`src/rtl/pipeline_hazard_ctrl_pkg.sv`:
```
// Shared types and constants for the pipeline stall/flush controller.
// Used by pipeline_hazard_ctrl and its sat_counter instances.
package pipeline_hazard_ctrl_pkg;

    localparam int REG_IDX_W = 4;

    // ARM "mov r0, r0" is the encoding the datapath loads into ID/EX for a bubble
    localparam logic [31:0] NOP_INSTR = 32'hE1A0_0000;

    typedef enum logic [0:0] {
        ST_RUN      = 1'b0,
        ST_MEM_WAIT = 1'b1
    } mem_state_t;

    function automatic logic reg_match(
        input logic                 rd_en,
        input logic [REG_IDX_W-1:0] src,
        input logic [REG_IDX_W-1:0] dest
    );
        return rd_en & (src == dest);
    endfunction

endpackage

```
`src/rtl/pipeline_hazard_ctrl_sat_counter.sv`:
```
// Saturating up-counter: stops at all-ones instead of wrapping.
module sat_counter #(
    parameter int W = 16
) (
    input  logic         clk,
    input  logic         rst,
    input  logic         inc,
    output logic [W-1:0] cnt
);

    logic [W-1:0] cnt_r;

    // count register, held once every bit is set
    always_ff @(posedge clk or posedge rst) begin
        if (rst) begin
            cnt_r <= '0;
        end else if (inc && (cnt_r != {W{1'b1}})) begin
            cnt_r <= cnt_r + W'(1'b1);
        end else begin
            cnt_r <= cnt_r;
        end
    end

    assign cnt = cnt_r;

endmodule

```
`src/rtl/pipeline_hazard_ctrl.sv`:
```
// Stall/flush controller for the 5-stage ARM pipeline with memory-wait FSM and watchdog.
// Build option FORWARDING_EN: only EX-stage load-use matches count as RAW hazards.
module pipeline_hazard_ctrl
    import pipeline_hazard_ctrl_pkg::*;
#(
    parameter int CNT_W       = 16,
    parameter int MEM_TIMEOUT = 255
) (
    input  logic                 clk,
    input  logic                 rst,
    input  logic [REG_IDX_W-1:0] src1,
    input  logic [REG_IDX_W-1:0] src2,
    input  logic                 use_src1,
    input  logic                 two_src,
    input  logic                 exe_wb_en,
    input  logic [REG_IDX_W-1:0] exe_dest,
    input  logic                 exe_mem_r_en,
    input  logic                 mem_wb_en,
    input  logic [REG_IDX_W-1:0] mem_dest,
    input  logic                 mem_req,
    input  logic                 mem_ready,
    input  logic                 branch_taken,
    output logic                 freeze_pc,
    output logic                 freeze_if_id,
    output logic                 flush_if_id,
    output logic                 bubble_id_ex,
    output logic                 freeze_back,
    output logic                 mem_timeout,
    output logic [CNT_W-1:0]     hazard_cnt,
    output logic [CNT_W-1:0]     memwait_cnt,
    output logic [CNT_W-1:0]     flush_cnt
);

    localparam int                WAIT_W    = $clog2(MEM_TIMEOUT + 1);
    localparam logic [WAIT_W-1:0] TIMEOUT_V = WAIT_W'(MEM_TIMEOUT);

    mem_state_t        state_r;
    mem_state_t        state_nxt_s;
    logic              raw_s;
    logic              exe_match_s;
    logic              mstall_s;
    logic              hazard_inc_s;
    logic [WAIT_W-1:0] wait_cnt_r;
    logic              mem_timeout_r;

    assign exe_match_s = reg_match(use_src1, src1, exe_dest) | reg_match(two_src, src2, exe_dest);

`ifdef FORWARDING_EN
    // MEM-stage results reach the ALU through the forwarding unit, so those ports are not consulted
    logic unused_fwd_s;
    assign unused_fwd_s = ^{mem_wb_en, mem_dest};
    assign raw_s        = exe_mem_r_en & exe_wb_en & exe_match_s;
`else
    logic unused_fwd_s;
    assign unused_fwd_s = exe_mem_r_en;
    assign raw_s        = (exe_wb_en & exe_match_s)
                        | (mem_wb_en & (reg_match(use_src1, src1, mem_dest)
                                      | reg_match(two_src, src2, mem_dest)));
`endif

    assign mstall_s = ((state_r == ST_RUN) & mem_req & ~mem_ready)
                    | ((state_r == ST_MEM_WAIT) & ~mem_ready);

    // memory-wait state register
    always_ff @(posedge clk or posedge rst) begin
        if (rst) begin
            state_r <= ST_RUN;
        end else begin
            state_r <= state_nxt_s;
        end
    end

    // memory-wait next-state logic
    always_comb begin
        state_nxt_s = state_r;
        case (state_r)
            ST_RUN: begin
                if (mem_req && !mem_ready) begin
                    state_nxt_s = ST_MEM_WAIT;
                end else begin
                    state_nxt_s = ST_RUN;
                end
            end
            ST_MEM_WAIT: begin
                if (mem_ready) begin
                    state_nxt_s = ST_RUN;
                end else begin
                    state_nxt_s = ST_MEM_WAIT;
                end
            end
            default: state_nxt_s = ST_RUN;
        endcase
    end

    // control outputs; a pending branch waits behind the memory stall, and a branch kills any RAW stall
    always_comb begin
        freeze_pc    = 1'b0;
        freeze_if_id = 1'b0;
        flush_if_id  = 1'b0;
        bubble_id_ex = 1'b0;
        freeze_back  = 1'b0;
        if (mstall_s) begin
            freeze_pc    = 1'b1;
            freeze_if_id = 1'b1;
            freeze_back  = 1'b1;
        end else if (branch_taken) begin
            flush_if_id  = 1'b1;
            bubble_id_ex = 1'b1;
        end else if (raw_s) begin
            freeze_pc    = 1'b1;
            freeze_if_id = 1'b1;
            bubble_id_ex = 1'b1;
        end else begin
            freeze_pc    = 1'b0;
        end
    end

    assign hazard_inc_s = raw_s & ~mstall_s & ~branch_taken;

    // watchdog: counts consecutive stalled memory cycles, flag is sticky until reset
    always_ff @(posedge clk or posedge rst) begin
        if (rst) begin
            wait_cnt_r    <= '0;
            mem_timeout_r <= 1'b0;
        end else if (mstall_s) begin
            if (wait_cnt_r != TIMEOUT_V) begin
                wait_cnt_r <= wait_cnt_r + WAIT_W'(1'b1);
            end else begin
                wait_cnt_r <= wait_cnt_r;
            end
            if ((wait_cnt_r + WAIT_W'(1'b1)) >= TIMEOUT_V) begin
                mem_timeout_r <= 1'b1;
            end else begin
                mem_timeout_r <= mem_timeout_r;
            end
        end else begin
            wait_cnt_r    <= '0;
            mem_timeout_r <= mem_timeout_r;
        end
    end

    assign mem_timeout = mem_timeout_r;

    sat_counter #(.W(CNT_W)) u_hazard_cnt (
        .clk (clk),
        .rst (rst),
        .inc (hazard_inc_s),
        .cnt (hazard_cnt)
    );

    sat_counter #(.W(CNT_W)) u_memwait_cnt (
        .clk (clk),
        .rst (rst),
        .inc (mstall_s),
        .cnt (memwait_cnt)
    );

    sat_counter #(.W(CNT_W)) u_flush_cnt (
        .clk (clk),
        .rst (rst),
        .inc (flush_if_id),
        .cnt (flush_cnt)
    );

endmodule

```
`config.mk`:
```
export PLATFORM = sky130hd
export DESIGN_NAME = pipeline_hazard_ctrl
export DESIGN_NICKNAME = d
export VERILOG_FILES = /design/src/rtl/pipeline_hazard_ctrl_pkg.sv /design/src/rtl/pipeline_hazard_ctrl_sat_counter.sv /design/src/rtl/pipeline_hazard_ctrl.sv
export SDC_FILE = /design/constraint.sdc
export NUM_CORES = 1
export LEC_CHECK = 0
export ABC_AREA = 1
export BUFFER_PORTS_ARGS = -buffer_cell sky130_fd_sc_hd__buf_2
export CAP_MARGIN = 20
export CORE_AREA = 2 2 83 85
export DETAILED_ROUTE_END_ITERATION = 8
export DIE_AREA = 0 0 85 87
export GPL_TIMING_DRIVEN = 0
export PLACE_DENSITY = 0.76
export SLEW_MARGIN = 20
export SYNTH_ARGS = -nofsm -noshare
export SYNTH_HDL_FRONTEND = slang
export SYNTH_SLANG_ARGS = --single-unit
```
`constraint.sdc`:
```
create_clock -name clk -period 2.2 [get_ports clk]
set_clock_uncertainty 0.2 [all_clocks]
set_input_delay 0.11 -clock clk [delete_from_list [all_inputs] [get_ports clk]]
set_output_delay 0.11 -clock clk [all_outputs]
set_load 0.005 [all_outputs]
```
==> impl_metrics.csv <==
group,metric,value,unit
outcome,status,"finished clean",
synthesis,syn_area,3390,µm²
setup_path,crit_type,"reg -> reg",
die,die_y,87,µm
grt,grt_pass1_vias,2858,
setup_path,cp_data_required_time,2.27,ns
placed_design,portBuffers,78,
synthesis,ys_seq_elements,58,
timing,period_needed,2.02,ns
synthesis,syn_inst,443,
placed_design,pre_cts_ws,0.191,ns
grt,grt_usage,21.2,%
setup_path,critPathMaxFanout,10,
timing,maxSlewViolCount,0,
placed_design,gp_congestion,0.958,
setup_path,path_delay_family,"simple AND/OR/NAND/NOR gates",
route,drt_pass1_iterations,4,
setup_path,crit_top_cell,"nand2_1",
route,drtAntennaViolNets,0,
route,wire_per_inst,12.0,µm
synthesis,synth_edf_count,0,
timing,max_slew.worst_pin.slew,0.706,ns
timing,timing.hold.ws,0.0862,ns
grt,grt_overflow,0,
cells_and_area,syn2layout_area_growth,23.0,%
cells_and_area,final_cells,620,
setup_path,crit_chain,"ha_1, nand2_1, nor2_2, nand4_1, nor2_4, inv_2, nand4_4, buf_8, nand2_1, nand2_1",
clocking,cts_buffer_depth,2,
run,max-cap-violations,0,
route,wl,7.45,mm
pwr,pwr_density_cell,769,nW/µm²
synthesis,ys_warn_count,0,
pwr,ir_worst_vdd,0.519,mV
pwr,p_leak,2.21,nW
route,drc_errors,0,
timing,hold_viol_final,0,
setup_path,arrival,2.10,ns
setup_path,critPathBufInv,2,
die,ios,80,
route,num_vias,3093,
timing,fin_crit_sh,92.0,%
synthesis,synth_ff_type,"dfrtp_1",
clocking,cts.sinks,58,
timing,setup_viol,0,
placed_design,dp_cells,601,
synthesis,ys_types,29,
timing,setup_slack,0.176,ns
route,vias_per_cell,4.99,
placed_design,hpwlAfterDp,5.51,mm
clocking,path_clk_slew,0.07,ns
route,drt_iter0_drc,181,
cells_and_area,finish.net_count,566,
grt,grt_pass1_wl,12.6,mm
clocking,cts_buffers,9,
clocking,root_buffer,"clkbuf_8",
synthesis,yosysSeqAreaShare,42.8,%
timing,max_freq,494,MHz
die,rows,30,
clocking,insertion_delay,0.34,ns
die,coreArea,6570,µm²
die,start_util,51.6,%
clocking,cts_tree,"done",
cells_and_area,antenna_cells,0,
timing,slew_headroom,53.0,%
setup_path,cp_slowest_stage_delay,0.41,ns
timing,final.setup.tns,0,ns
synthesis,async_flop_share,100,%
grt,antenna_found_initial,0,
synthesis,synth_area_per_cell,7.65,µm²
pwr,p_total,3.20,mW
clocking,cts_max_level,3,
cells_and_area,drive_gt1_share,22.4,%
setup_path,start_kind,"flop",
die,die_w,85,µm
worst_hold_path,hp-class,"in -> reg",
setup_path,crit_slowest_cell,"dfrtp_1",
setup_path,cp-end-kind,"flop",
die,fp.dieArea,7400,µm²
grt,grt_max_degree,59,
synthesis,syn-num-nets,474,
==> power by group <==
group	leakage [nW]	switching, mW	total, mW	internal [mW]
sequential	0.767	0.177	1.38	1.21
clock	0.126	0.437	1.20	0.764
combinational	1.32	0.345	0.621	0.276
total	2.21	0.959	3.20	2.25
==> routing by layer <==
metal	vias to the layer above	share of wire [%]	GRT usage, %	routed length [µm]
met3	20	4.7	3.98	353
met4	0	2.3	10.2	170
li1	1566	-	-	-
met5	-	0	0	0
met1	1439	44	26.9	3280
met2	68	49	34.9	3650
==> Yosys cell counts, drive strengths merged (3+ instances only) <==
master,n,area share [%]
xor2,28,7.2
nor4,3,0.55
o21ai,9,1.3
nand4,12,2.7
a21oi,4,0.59
nor2,50,6.3
nand2,150,17
buf,4,1.0
nand3,30,4.6
dfrtp,58,43
nor3,9,1.5
ha,5,1.8
xnor2,22,5.7
inv,53,5.9
==> flip-flops by register name, indices dropped and copies added, names as in the netlist <==
signal             count
mem_timeout            1
state_r                1
u_flush_cnt.cnt       16
u_hazard_cnt.cnt      16
u_memwait_cnt.cnt     16
wait_cnt_r             8
==> per-stage QoR <==
stage | instance area [µm²] | utilization, %
6_report | 4170 | 63.5
2_1_floorplan | 3390 | -
3_5_place_dp | 3880 | 59.1
4_1_cts | 4160 | 63.3
5_1_grt | 4170 | 63.5
3_3_place_gp | 3880 | 59.1
==> cell families (layout without fill, tap and decap cells) <==
logic type,count (synthesis),count (layout),share of synthesized area [%]
flops,58,58,42.8
simple gates,256,256,32.8
compound gates,17,17,2.69
xor+xnor,50,50,12.9
buf+inv,57,154,6.90
fa+ha+maj,5,5,1.85
==> cell type report <==
cell class / count / area, µm²
plain buffers: 4 / 35.0
clock buffers: 13 / 179
clock inverters: 3 / 68.8
fillers: 595 / 2400
inverters: 53 / 201
multi-input cells: 328 / 1710
flip-flops and latches: 58 / 1450
well taps: 80 / 100
repair buffers: 81 / 420
==> final timing paths <==
check,startpoint,slack (ns),end,depth (start not counted)
max,u_hazard_cnt.cnt[0],0.18,u_hazard_cnt.cnt[2],10
max reg2reg,u_hazard_cnt.cnt[0],0.18,u_hazard_cnt.cnt[2],10
min in group asynchronous,rst,0.23,u_memwait_cnt.cnt[13],3
min,branch_taken,0.09,u_hazard_cnt.cnt[8],6
min reg2reg,mem_timeout,0.26,mem_timeout,1
max in group asynchronous,rst,1.08,u_hazard_cnt.cnt[2],3
==> cell usage in the layout, fill, tap and decap left out, types with 3 or more instances in the layout <==
cell type      count
nor2_2             5
xor2_1            28
a21oi_1            4
inv_1             44
dfrtp_1           58
nand4_1           11
buf_2             79
nor2_1            42
o21ai_0            4
clkbuf_8          13
ha_1               5
nor3_1             8
inv_2              8
o21ai_1            5
nand2_1          147
dlygate4sd3_1      3
nor2_4             3
xnor2_1           22
nor4_1             3
nand3_1           29
nand2_2            3
==> worst register-to-register path: stages (launching register included) <==
cell	delay, ns
dfrtp_1	0.41
ha_1	0.24
nand2_1	0.10
nor2_2	0.19
nand4_1	0.18
nor2_4	0.18
inv_2	0.06
nand4_4	0.14
buf_8	0.15
nand2_1	0.06
nand2_1	0.07
==> timing repair <==
action                                 CTS  global route
resized for setup                        0             2
setup buffers                            0             0
setup endpoints to repair                0             2
hold buffers                             3             0
endpoints found under the hold margin   60             0
No activity file was read; power rests on OpenSTA's default activity.
